File: src/rtl/stack_ctrl_seq_if.sv
// ----------------------------------------------------------------------------
// stack_ctrl_seq_if
// Instruction handshake and control-strobe bundle for stack_ctrl_seq.
//   master : instruction source / control consumer (fetch + datapath side)
//   slave  : the sequencer itself
// Signals:
//   i_instruction  [0:INSTR_W-1]  instruction word, bit 0 is MSB
//   i_instrValid / o_instrReady   acceptance handshake
//   i_faultClr                    clears the sticky fault
//   o_ctrlValid, o_phase          control-valid pulse and phase indicator
//   o_stkAddrSel, o_stkWCtrl, o_RWCtrl, o_TWCtrl, o_carryWCtrl  strobes
//   o_instrOP, o_jCtrl            ALU opcode and jump control
//   o_dsp, o_rsp                  data/return stack entry counts
//   o_fault, o_faultCode          sticky fault flag and cause
// ----------------------------------------------------------------------------
interface stack_ctrl_seq_if #(
    parameter int OP_W = 5,
    parameter int JC_W = 5,
    parameter int SP_W = 5
);
    localparam int INSTR_W = 8 + OP_W + JC_W;

    logic [0:INSTR_W-1] i_instruction;
    logic               i_instrValid;
    logic               o_instrReady;
    logic               i_faultClr;
    logic               o_ctrlValid;
    logic               o_phase;
    logic               o_stkAddrSel;
    logic               o_stkWCtrl;
    logic               o_RWCtrl;
    logic               o_TWCtrl;
    logic               o_carryWCtrl;
    logic [0:OP_W-1]    o_instrOP;
    logic [0:JC_W-1]    o_jCtrl;
    logic [SP_W-1:0]    o_dsp;
    logic [SP_W-1:0]    o_rsp;
    logic               o_fault;
    logic [1:0]         o_faultCode;

    modport master (
        output i_instruction, i_instrValid, i_faultClr,
        input  o_instrReady, o_ctrlValid, o_phase, o_stkAddrSel, o_stkWCtrl,
               o_RWCtrl, o_TWCtrl, o_carryWCtrl, o_instrOP, o_jCtrl,
               o_dsp, o_rsp, o_fault, o_faultCode
    );

    modport slave (
        input  i_instruction, i_instrValid, i_faultClr,
        output o_instrReady, o_ctrlValid, o_phase, o_stkAddrSel, o_stkWCtrl,
               o_RWCtrl, o_TWCtrl, o_carryWCtrl, o_instrOP, o_jCtrl,
               o_dsp, o_rsp, o_fault, o_faultCode
    );
endinterface

File: src/rtl/stack_ctrl_seq.sv
// ----------------------------------------------------------------------------
// stack_ctrl_seq
// Registered stack-CPU control sequencer. Accepts instructions over a
// valid/ready handshake, decodes them into registered control strobes,
// tracks the data-stack and return-stack entry counts, runs stack-memory
// ALU ops as two phases and latches a sticky fault on over/underflow.
// Ports:
//   i_clk    rising-edge clock
//   i_rst_n  asynchronous active-low reset
//   bus      stack_ctrl_seq_if.slave (handshake, strobes, pointers, fault)
// Build option:
//   STK_WRAP_EN  when defined, both stacks are ring buffers of DEPTH entries
//                and the fault path is never taken.
// ----------------------------------------------------------------------------
module stack_ctrl_seq #(
    parameter int OP_W  = 5,
    parameter int JC_W  = 5,
    parameter int DEPTH = 16,
    parameter int SP_W  = 5
) (
    input  logic           i_clk,
    input  logic           i_rst_n,
    stack_ctrl_seq_if.slave bus
);
    localparam int INSTR_W = 8 + OP_W + JC_W;
    localparam int CTRL_W  = 5 + OP_W + JC_W;
    localparam logic [SP_W:0] DEPTH_V = (SP_W+1)'(DEPTH);

    typedef enum logic [1:0] {
        S_RUN   = 2'd0,
        S_PH2   = 2'd1,
        S_FAULT = 2'd2
    } state_t;

    typedef struct packed {
        logic            sel;
        logic            stkw;
        logic            rw;
        logic            tw;
        logic            carry;
        logic [0:OP_W-1] op;
        logic [0:JC_W-1] jc;
    } ctrl_t;

    localparam ctrl_t CTRL_NONE = ctrl_t'({CTRL_W{1'b0}});

    // Next pointer value; out-of-range results are caught by the fault check
    // unless the stacks are configured as ring buffers.
    function automatic logic [SP_W-1:0] ptr_next(input logic [SP_W-1:0] p,
                                                 input logic [SP_W:0]   inc,
                                                 input logic [SP_W:0]   dec);
        logic [SP_W:0] p_ext;
        p_ext = {1'b0, p};
`ifdef STK_WRAP_EN
        if (p_ext < dec) begin
            ptr_next = SP_W'(p_ext + DEPTH_V - dec);
        end else if ((p_ext + inc) >= DEPTH_V) begin
            ptr_next = SP_W'(p_ext + inc - DEPTH_V);
        end else begin
            ptr_next = SP_W'(p_ext + inc - dec);
        end
`else
        ptr_next = SP_W'(p_ext + inc - dec);
`endif
    endfunction

    // Depth violation: count would exceed DEPTH or drop below zero.
    function automatic logic ptr_bad(input logic [SP_W-1:0] p,
                                     input logic [SP_W:0]   inc,
                                     input logic [SP_W:0]   dec);
        ptr_bad = (({1'b0, p} + inc) > DEPTH_V) || ({1'b0, p} < dec);
    endfunction

    state_t          state_r;
    ctrl_t           ctrl_r, ctrl_s;
    logic            ctrl_valid_r, phase_r, pend_stkw_r;
    logic [SP_W-1:0] dsp_r, rsp_r, pend_dsp_r, pend_rsp_r;
    logic            fault_r;
    logic [1:0]      fault_code_r;

    logic [0:INSTR_W-1] instr_s;
    logic [1:0]      ds_code_s, rs_code_s, fault_code_s;
    logic [SP_W:0]   ds_inc_s, ds_dec_s, rs_inc_s, rs_dec_s;
    logic [SP_W-1:0] dsp_nx_s, rsp_nx_s;
    logic            is_alu_s, two_phase_s;

    assign instr_s = bus.i_instruction;

    // Instruction field decode, stack deltas, depth check and next pointers.
    always_comb begin
        is_alu_s = (instr_s[0:1] == 2'b11);
        if (is_alu_s) begin
            ds_code_s    = instr_s[4+OP_W:5+OP_W];
            rs_code_s    = instr_s[6+OP_W:7+OP_W];
            ctrl_s.sel   = instr_s[3+OP_W];
            ctrl_s.op    = instr_s[3:2+OP_W];
            ctrl_s.jc    = instr_s[8+OP_W:7+OP_W+JC_W];
            ctrl_s.carry = instr_s[2];
            ctrl_s.tw    = ~instr_s[2] & instr_s[2+OP_W];
            ctrl_s.stkw  = (instr_s[4+OP_W:5+OP_W] == 2'b01);
            ctrl_s.rw    = (instr_s[6+OP_W:7+OP_W] == 2'b01);
        end else begin
            // Literal: an implicit push into the top-of-stack register.
            ds_code_s    = 2'b01;
            rs_code_s    = 2'b00;
            ctrl_s       = CTRL_NONE;
            ctrl_s.tw    = 1'b1;
            ctrl_s.stkw  = 1'b1;
        end

        ds_inc_s = {(SP_W+1){1'b0}};
        ds_dec_s = {(SP_W+1){1'b0}};
        case (ds_code_s)
            2'b01:   ds_inc_s = (SP_W+1)'(2'd1);
            2'b10:   ds_dec_s = (SP_W+1)'(2'd1);
            2'b11:   ds_dec_s = (SP_W+1)'(2'd2);
            default: ds_inc_s = {(SP_W+1){1'b0}};
        endcase

        // rsDelta 11 is reserved and behaves as no change.
        rs_inc_s = {(SP_W+1){1'b0}};
        rs_dec_s = {(SP_W+1){1'b0}};
        case (rs_code_s)
            2'b01:   rs_inc_s = (SP_W+1)'(2'd1);
            2'b10:   rs_dec_s = (SP_W+1)'(2'd1);
            default: rs_inc_s = {(SP_W+1){1'b0}};
        endcase

        two_phase_s = is_alu_s & ctrl_s.sel & (ds_code_s != 2'b00);
        dsp_nx_s    = ptr_next(dsp_r, ds_inc_s, ds_dec_s);
        rsp_nx_s    = ptr_next(rsp_r, rs_inc_s, rs_dec_s);

`ifdef STK_WRAP_EN
        fault_code_s = 2'b00;
`else
        // Data-stack causes take priority over a return-stack cause.
        if (({1'b0, dsp_r} + ds_inc_s) > DEPTH_V) begin
            fault_code_s = 2'b01;
        end else if ({1'b0, dsp_r} < ds_dec_s) begin
            fault_code_s = 2'b10;
        end else if (ptr_bad(rsp_r, rs_inc_s, rs_dec_s)) begin
            fault_code_s = 2'b11;
        end else begin
            fault_code_s = 2'b00;
        end
`endif
    end

    // Sequencer FSM with registered strobes, pointers and fault state.
    always_ff @(posedge i_clk or negedge i_rst_n) begin
        if (!i_rst_n) begin
            state_r      <= S_RUN;
            ctrl_r       <= CTRL_NONE;
            ctrl_valid_r <= 1'b0;
            phase_r      <= 1'b0;
            pend_stkw_r  <= 1'b0;
            dsp_r        <= {SP_W{1'b0}};
            rsp_r        <= {SP_W{1'b0}};
            pend_dsp_r   <= {SP_W{1'b0}};
            pend_rsp_r   <= {SP_W{1'b0}};
            fault_r      <= 1'b0;
            fault_code_r <= 2'b00;
        end else begin
            case (state_r)
                S_RUN: begin
                    phase_r <= 1'b0;
                    if (bus.i_instrValid && fault_code_s != 2'b00) begin
                        // Suppress the instruction; pointers hold.
                        ctrl_r       <= CTRL_NONE;
                        ctrl_valid_r <= 1'b0;
                        fault_r      <= 1'b1;
                        fault_code_r <= fault_code_s;
                        state_r      <= S_FAULT;
                    end else if (bus.i_instrValid) begin
                        ctrl_valid_r <= 1'b1;
                        ctrl_r       <= ctrl_s;
                        pend_stkw_r  <= ctrl_s.stkw;
                        if (two_phase_s) begin
                            // Stack RAM write and pointer move wait for phase 1.
                            ctrl_r.stkw <= 1'b0;
                            pend_dsp_r  <= dsp_nx_s;
                            pend_rsp_r  <= rsp_nx_s;
                            state_r     <= S_PH2;
                        end else begin
                            dsp_r   <= dsp_nx_s;
                            rsp_r   <= rsp_nx_s;
                            state_r <= S_RUN;
                        end
                    end else begin
                        ctrl_r       <= CTRL_NONE;
                        ctrl_valid_r <= 1'b0;
                    end
                end
                S_PH2: begin
                    // Other strobes are held from phase 0.
                    ctrl_valid_r <= 1'b1;
                    phase_r      <= 1'b1;
                    ctrl_r.stkw  <= pend_stkw_r;
                    dsp_r        <= pend_dsp_r;
                    rsp_r        <= pend_rsp_r;
                    state_r      <= S_RUN;
                end
                S_FAULT: begin
                    ctrl_r       <= CTRL_NONE;
                    ctrl_valid_r <= 1'b0;
                    phase_r      <= 1'b0;
                    if (bus.i_faultClr) begin
                        fault_r      <= 1'b0;
                        fault_code_r <= 2'b00;
                        state_r      <= S_RUN;
                    end else begin
                        state_r      <= S_FAULT;
                    end
                end
                default: begin
                    ctrl_r       <= CTRL_NONE;
                    ctrl_valid_r <= 1'b0;
                    phase_r      <= 1'b0;
                    state_r      <= S_RUN;
                end
            endcase
        end
    end

    // Ready is gated by reset so it is low for the whole reset interval.
    assign bus.o_instrReady = (state_r == S_RUN) && i_rst_n;
    assign bus.o_ctrlValid  = ctrl_valid_r;
    assign bus.o_phase      = phase_r;
    assign bus.o_stkAddrSel = ctrl_r.sel;
    assign bus.o_stkWCtrl   = ctrl_r.stkw;
    assign bus.o_RWCtrl     = ctrl_r.rw;
    assign bus.o_TWCtrl     = ctrl_r.tw;
    assign bus.o_carryWCtrl = ctrl_r.carry;
    assign bus.o_instrOP    = ctrl_r.op;
    assign bus.o_jCtrl      = ctrl_r.jc;
    assign bus.o_dsp        = dsp_r;
    assign bus.o_rsp        = rsp_r;
    assign bus.o_fault      = fault_r;
    assign bus.o_faultCode  = fault_code_r;
endmodule

File: src/flat_wrapper.sv
// flat-port wrapper written by rule: the top's interface ports become plain ports
module stack_ctrl_seq_flat 
#(
    parameter int OP_W  = 5,
    parameter int JC_W  = 5,
    parameter int DEPTH = 16,
    parameter int SP_W  = 5
)
  (i_clk, i_rst_n, bus_i_instruction, bus_i_instrValid, bus_i_faultClr, bus_o_instrReady, bus_o_ctrlValid, bus_o_phase, bus_o_stkAddrSel, bus_o_stkWCtrl, bus_o_RWCtrl, bus_o_TWCtrl, bus_o_carryWCtrl, bus_o_instrOP, bus_o_jCtrl, bus_o_dsp, bus_o_rsp, bus_o_fault, bus_o_faultCode);
  stack_ctrl_seq_if #(.OP_W(OP_W), .JC_W(JC_W), .SP_W(SP_W)) bus_i ();
  input  logic i_clk;
  input  logic i_rst_n;
  input wire logic [$bits(bus_i.i_instruction)-1:0] bus_i_instruction;
  input wire logic [$bits(bus_i.i_instrValid)-1:0] bus_i_instrValid;
  input wire logic [$bits(bus_i.i_faultClr)-1:0] bus_i_faultClr;
  output wire logic [$bits(bus_i.o_instrReady)-1:0] bus_o_instrReady;
  output wire logic [$bits(bus_i.o_ctrlValid)-1:0] bus_o_ctrlValid;
  output wire logic [$bits(bus_i.o_phase)-1:0] bus_o_phase;
  output wire logic [$bits(bus_i.o_stkAddrSel)-1:0] bus_o_stkAddrSel;
  output wire logic [$bits(bus_i.o_stkWCtrl)-1:0] bus_o_stkWCtrl;
  output wire logic [$bits(bus_i.o_RWCtrl)-1:0] bus_o_RWCtrl;
  output wire logic [$bits(bus_i.o_TWCtrl)-1:0] bus_o_TWCtrl;
  output wire logic [$bits(bus_i.o_carryWCtrl)-1:0] bus_o_carryWCtrl;
  output wire logic [$bits(bus_i.o_instrOP)-1:0] bus_o_instrOP;
  output wire logic [$bits(bus_i.o_jCtrl)-1:0] bus_o_jCtrl;
  output wire logic [$bits(bus_i.o_dsp)-1:0] bus_o_dsp;
  output wire logic [$bits(bus_i.o_rsp)-1:0] bus_o_rsp;
  output wire logic [$bits(bus_i.o_fault)-1:0] bus_o_fault;
  output wire logic [$bits(bus_i.o_faultCode)-1:0] bus_o_faultCode;
  assign bus_i.i_instruction = bus_i_instruction;
  assign bus_i.i_instrValid = bus_i_instrValid;
  assign bus_i.i_faultClr = bus_i_faultClr;
  assign bus_o_instrReady = bus_i.o_instrReady;
  assign bus_o_ctrlValid = bus_i.o_ctrlValid;
  assign bus_o_phase = bus_i.o_phase;
  assign bus_o_stkAddrSel = bus_i.o_stkAddrSel;
  assign bus_o_stkWCtrl = bus_i.o_stkWCtrl;
  assign bus_o_RWCtrl = bus_i.o_RWCtrl;
  assign bus_o_TWCtrl = bus_i.o_TWCtrl;
  assign bus_o_carryWCtrl = bus_i.o_carryWCtrl;
  assign bus_o_instrOP = bus_i.o_instrOP;
  assign bus_o_jCtrl = bus_i.o_jCtrl;
  assign bus_o_dsp = bus_i.o_dsp;
  assign bus_o_rsp = bus_i.o_rsp;
  assign bus_o_fault = bus_i.o_fault;
  assign bus_o_faultCode = bus_i.o_faultCode;
  stack_ctrl_seq #(.OP_W(OP_W), .JC_W(JC_W), .DEPTH(DEPTH), .SP_W(SP_W)) u_core (.i_clk(i_clk), .i_rst_n(i_rst_n), .bus(bus_i));
endmodule
File: config.mk
export PLATFORM = sky130hd
export DESIGN_NAME = stack_ctrl_seq_flat
export DESIGN_NICKNAME = d
export VERILOG_FILES = /design/src/rtl/stack_ctrl_seq_if.sv /design/src/rtl/stack_ctrl_seq.sv /design/src/flat_wrapper.sv
export SDC_FILE = /design/constraint.sdc
export NUM_CORES = 1
export LEC_CHECK = 0
export ABC_AREA = 1
export BUFFER_PORTS_ARGS = -buffer_cell sky130_fd_sc_hd__buf_2
export CORE_ASPECT_RATIO = 0.5
export CORE_MARGIN = 2
export CORE_UTILIZATION = 58
export DETAILED_ROUTE_END_ITERATION = 6
export PLACE_DENSITY = 0.86
export SYNTH_ARGS = -nofsm -noshare
export SYNTH_HDL_FRONTEND = slang
export SYNTH_SLANG_ARGS = --single-unit
File: constraint.sdc
create_clock -name i_clk -period 3.25 [get_ports i_clk]
set_input_delay 0.65 -clock i_clk [delete_from_list [all_inputs] [get_ports i_clk]]
set_output_delay 0.65 -clock i_clk [all_outputs]
set_load 0.005 [all_outputs]
======== Word level (Yosys, flattened, before mapping) ========
Cells that the tools add are included.
storage, ports and cells
  flip-flop bits (word level) ............. 43
  input port bits ......................... 22
  output and inout port bits .............. 31
  word-level logic and storage cells ...... 97
operators by class
  add/subtract/negate cells ............... 4
  $lt $le $gt $ge ......................... 4
  equal/unequal tests ..................... 16
  mux-type cells .......................... 39
  bitwise logic cells ..................... 5
  reductions and logical operators ........ 12
operators with widths
  cell                count
  $mux 15             3
  $mux 5              6
  $pmux 13 s2         1
  $mux 2              10
  $pmux 5 s2          2
  $add 5x1->6         2
  $gt 6x5->1 const B  2
  $pmux 2 s2          3
  $eq 2x1->1 const B  5
  $eq 2x2->1 const B  5
  $mux 1              10
  $ne 2x2->1 const B  4
  $pmux 1 s2          4
  $reduce_and 4->1    2
  $reduce_bool 2->1   4
  $reduce_and 3->1    2
  $lt 5x1->1          1
  $lt 5x2->1          1
  $sub 5x1->5         1
  $sub 5x2->5         1
  $and 1x1->1         3
  $ne 3x2->1 const B  1
  $logic_and 1x1->1   2
  $logic_not 2->1     1
  3 further kinds     4

======== Depth between registers and ports, before layout ========
  depth after elaboration ................. 14
  depth in mapped cells ................... 18
  gate-level depth less buffers ........... 17

======== Least setup slack after synthesis ========
No wires, ideal clock.
  path type ............................... input -> register
  start point ............................. input bus_i_instruction[16]
  end point ............................... register u_core.dsp_r[4] (netlist: u_core.bus.o_dsp[4])
  setup time .............................. 118 ps
  arrival ................................. 2406 ps
  required time ........................... 3132 ps
  slack ................................... 726 ps
  stages .................................. 16
  path buffers ............................ 1
  path through ............................ nand2_1 > inv_2 > o21ai_0 > ha_1 > ha_1 > inv_1 > nand2_1 > nor2_1 > nand2_1 > nand2_2 > nand2_4 > o21bai_4 > nand2_4 > buf_6 > nand2_1 > nand2_1
between the ends
  longest elaborated chain between the ends .. 14
  elaborated cells on any way between the ends .. 36
  classes of those cells .................. add/sub: 3; order compare: 4; eq/ne: 8; mux: 14; bitwise: 2; reduce/logical: 5
RTL lines
  what                               line                   source
  start: declaration                 flat_wrapper.sv:13     input wire logic [$bits(bus_i.i_instruction)-1:0] bus_i_instruction;
  $eq 2x2->1 *                       stack_ctrl_seq.sv:91   is_alu_s = (instr_s[0:1] == 2'b11);
  $mux 2                             stack_ctrl_seq.sv:92   if (is_alu_s) begin
  $eq 2x1->1                         stack_ctrl_seq.sv:123  case (rs_code_s)
  $mux 1                             stack_ctrl_seq.sv:123
  $add 5x1->6                        -
  $gt 6x5->1                         stack_ctrl_seq.sv:71   ptr_bad = (({1'b0, p} + inc) > DEPTH_V) || ({1'b0, p} < dec);
  $logic_or 1x1->1                   stack_ctrl_seq.sv:71
  $mux 2                             stack_ctrl_seq.sv:141  end else if (ptr_bad(rsp_r, rs_inc_s, rs_dec_s)) begin
  $mux 2                             stack_ctrl_seq.sv:139  end else if ({1'b0, dsp_r} < ds_dec_s) begin
  $mux 2                             stack_ctrl_seq.sv:137  if (({1'b0, dsp_r} + ds_inc_s) > DEPTH_V) begin
  $reduce_bool 2->1                  stack_ctrl_seq.sv:167  if (bus.i_instrValid && fault_code_s != 2'b00) begin
  $logic_and 1x1->1                  stack_ctrl_seq.sv:167
  $ne 2x2->1 (no source line)        -
  $reduce_and 4->1 (no source line)  -
  end signal: assignment             stack_ctrl_seq.sv:157  dsp_r <= {SP_W{1'b0}};
  end signal: assignment             stack_ctrl_seq.sv:185  dsp_r <= dsp_nx_s;
  end signal: assignment             stack_ctrl_seq.sv:199  dsp_r <= pend_dsp_r;
  end: declaration                   stack_ctrl_seq.sv:77   logic [SP_W-1:0] dsp_r, rsp_r, pend_dsp_r, pend_rsp_r;
Mark *: on every way between the ends. The rest lies on a longest branch, timed or not. The select of a mux whose other input is x is not followed.
A chain may end at the register's enable or synchronous reset.

======== Worst setup path in the final report ========
Same ends and word-level chain as after synthesis.

==> flow_summary_export.csv <==
group,metric,value,unit
status,status,"completed",
finish,final_core_util,0.713,
logic_synthesis,synth_cell_types,33,
setup_path,path_class,"primary input to register",
place,hpwl,3870,µm
floorplanning,start_util,0.610,
clock_network,cts-buffers-inserted,5,
place,gp_congestion,0.837,
setup_path,startpoint_type,"primary input",
pwr,ir_worst_vdd,0.302,mV
place,io_buffer_count,52,
logic_synthesis,synth_seq_cells,43,
logic_synthesis,netlist_instances,296,
timing,setup_ws,0.537,ns
route,wirelength,5070,µm
route,drc,0,
logic_synthesis,yosys_warnings,0,
logic_synthesis,synthTopCellsByArea,"dfrtp_1, nand2_1, inv_1",
floorplanning,die_h,49.4,µm
pwr,leakage,1.47,nW
route,dr.pass1.iters,4,
clock_network,cts_hold_buffers,0,
finish,drive_above_1_share,0.259,
logic_synthesis,synth.most_common_cell,"nand2_1",
floorplanning,num_rows,16,
floorplanning,dieWidth,94.9,µm
global_route,gr-usage-all-layers,0.240,
logic_synthesis,syn-num-nets,328,
setup_path,r2r_slack,1.03,ns
clock_network,clk_latency,0.30,ns
timing,tns,0,ns
setup_path,rr_worst_depth,9,
timing,finalHoldViolCount,0,
global_route,antenna_found_initial,0,
timing,clock.fmax,0.369,GHz
route,via_per_inst,5.08,
logic_synthesis,seq_area_frac_synth,0.449,
clock_network,clk_pin_slew,0.08,ns
clock_network,cts.repair.resized,0,
global_route,grt_max_degree,44,
setup_path,reg2reg_from,"u_core.bus.o_dsp[0]$_DFFE_PN0P_",
logic_synthesis,netlist.area_leader.share,0.449,
global_route,gr-total-overflow,0,
setup_path,cp_data_required_time,3.45,ns
pwr,p_per_area,785,nW/µm²
floorplanning,core_area,3920,µm²
worst_hold_path,hold_class,"primary input to async pin",
timing,final.min_clock_period,2.71,ns
route,num_vias,2056,
route,dr.first_iter.drc_count,127,
flow_run,maxCapViolations,0,
timing,post-route-period-util,0.835,
global_route,grt_first_pass_wirelength,8600,µm
finish,fillers,333,
place,pre_cts_slack,0.246,ns
finish,nNetsFinal,382,
logic_synthesis,synth_top_flop_cell,"dfrtp_1",
clock_network,cts_tree,"yes",
setup_path,worst-path-max-fanout,14,
clock_network,htree_levels,2,
logic_synthesis,synth_common_cells,"nand2_1, dfrtp_1, inv_1, o21ai_1, nor2_1",
route,wire_per_inst,12.5,µm
global_route,grt_pass1_vias,1961,
finish,layout-area-overhead-vs-synth,16.8,%
logic_synthesis,async_flop_share,1.00,
timing,tightestPinTransition,0.536,ns
finish,n_antenna_cell,0,
timing,maxSlewHeadroom,0.643,
timing,clock-skew-final,0.00515,ns
clock_network,max-clock-path-buffers,2,
logic_synthesis,synth_area,2390,µm²
logic_synthesis,synth_area_per_cell,8.09,µm²
logic_synthesis,synth_edf_count,0,
setup_path,r2r_end,"u_core.bus.o_dsp[4]$_DFFE_PN0P_",
clock_network,postCtsSetupBuffers,0,
route,ant_nets,0,
clock_network,root_buffer,"clkbuf_8",
timing,setup_viol,0,
timing,maxSlewViolCount,0,
clock_network,clock-sinks,43,
floorplanning,die-area,4690,µm²
floorplanning,ios,53,
logic_synthesis,synth.largest_area_cell,"dfrtp_1",
setup_path,cp-end-kind,"register",
setup_path,worst_ep_arrival_time,2.91,ns
timing,rsz0062_at_grt,"false",
==> area by class of cell <==
cell class	instances	area (µm²)	area share
inverter	36	135	0.0483
sequential	43	1080	0.385
clock buffer	6	82.6	0.0295
timing repair buffer	56	290	0.104
clock inverter	2	16.3	0.00581
multi-input combinational	208	1130	0.404
tap	54	67.6	0.0242
==> worst max path at each step <==
stage,from,endpoint,cells after the start,slack [ns]
global placement,bus_i_instruction[16],u_core.bus.o_rsp[2]$_DFFE_PN0P_,16,0.36
finish,bus_i_instruction[16],u_core.bus.o_dsp[4]$_DFFE_PN0P_,13,0.54
floorplan,bus_i_instruction[16],u_core.bus.o_dsp[4]$_DFFE_PN0P_,16,0.73
detailed placement,bus_i_instruction[16],u_core.bus.o_dsp[1]$_DFFE_PN0P_,16,0.25
global route,bus_i_instruction[16],u_core.bus.o_rsp[4]$_DFFE_PN0P_,16,0.33
CTS,bus_i_instruction[16],u_core.bus.o_rsp[4]$_DFFE_PN0P_,16,0.55
==> kinds of logic after synthesis <==
group	synth area share
buf+inv	0.0789
flops	0.449
simple gates	0.259
compound gates	0.129
fa+ha+maj	0.0554
xor+xnor	0.0293
==> sequential cells by signal, indices dropped and copies added, names as in the netlist <==
signal / count
u_core.bus.o_ctrlValid: 1
u_core.bus.o_faultCode: 2
u_core.bus.o_TWCtrl: 1
u_core.state_r: 2
u_core.bus.o_RWCtrl: 1
u_core.pend_stkw_r: 1
u_core.pend_dsp_r: 5
u_core.bus.o_jCtrl: 5
u_core.bus.o_phase: 1
u_core.bus.o_instrOP: 5
u_core.bus.o_stkWCtrl: 1
u_core.bus.o_stkAddrSel: 1
u_core.pend_rsp_r: 5
u_core.bus.o_carryWCtrl: 1
u_core.bus.o_fault: 1
u_core.bus.o_rsp: 5
u_core.bus.o_dsp: 5
==> routing by layer <==
metal	up-vias	track usage	routed length (µm)
met5	-	0	0
met3	9	0.0711	353
met2	58	0.381	2340
li1	1042	-	-
met4	0	0.0966	74
met1	947	0.311	2310
==> report_power, final <==
group / internal [mW] / total, mW / switching (mW)
clock network: 0.173 / 0.364 / 0.191
logic: 0.394 / 0.995 / 0.601
registers: 0.703 / 0.838 / 0.135
==> worst max-delay path, cell delays in order <==
cell	delay [ns]
buf_2	0.08
nand2_1	0.10
inv_2	0.21
o21ai_0	0.17
ha_1	0.25
ha_1	0.31
inv_1	0.07
fa_1	0.41
nand3_1	0.13
xor2_1	0.22
o21ai_0	0.16
nand3_1	0.10
nand2_1	0.05
==> per-stage QoR <==
step	cell area, µm²	cells	hold WS, ns	total power, mW
finish	2800	405	0.454	2.20
floorplan	2390	296	0.354	1.56
detailed placement	2700	397	0.459	1.84
global placement	2700	397	0.453	1.79
CTS	2800	405	0.468	2.21
global route	2800	405	0.498	2.39
==> cell usage in the layout (no fill, tap or decap), types with 2 or more instances in the layout <==
cell | netlist | layout
nor2_1 | 19 | 19
o21ai_1 | 24 | 24
buf_4 | 1 | 4
inv_1 | 33 | 33
nand2_1 | 89 | 89
inv_2 | 3 | 3
nand2_2 | 6 | 6
o21ai_2 | 9 | 9
clkbuf_8 | 0 | 6
nand2_4 | 2 | 2
nand4_1 | 3 | 3
xor2_1 | 7 | 7
nor3_1 | 2 | 2
buf_2 | 1 | 52
dfrtp_1 | 43 | 43
nand3_1 | 10 | 10
o21ai_0 | 14 | 14
ha_1 | 9 | 9
Note: power is estimated with default switching activity, not from simulation.
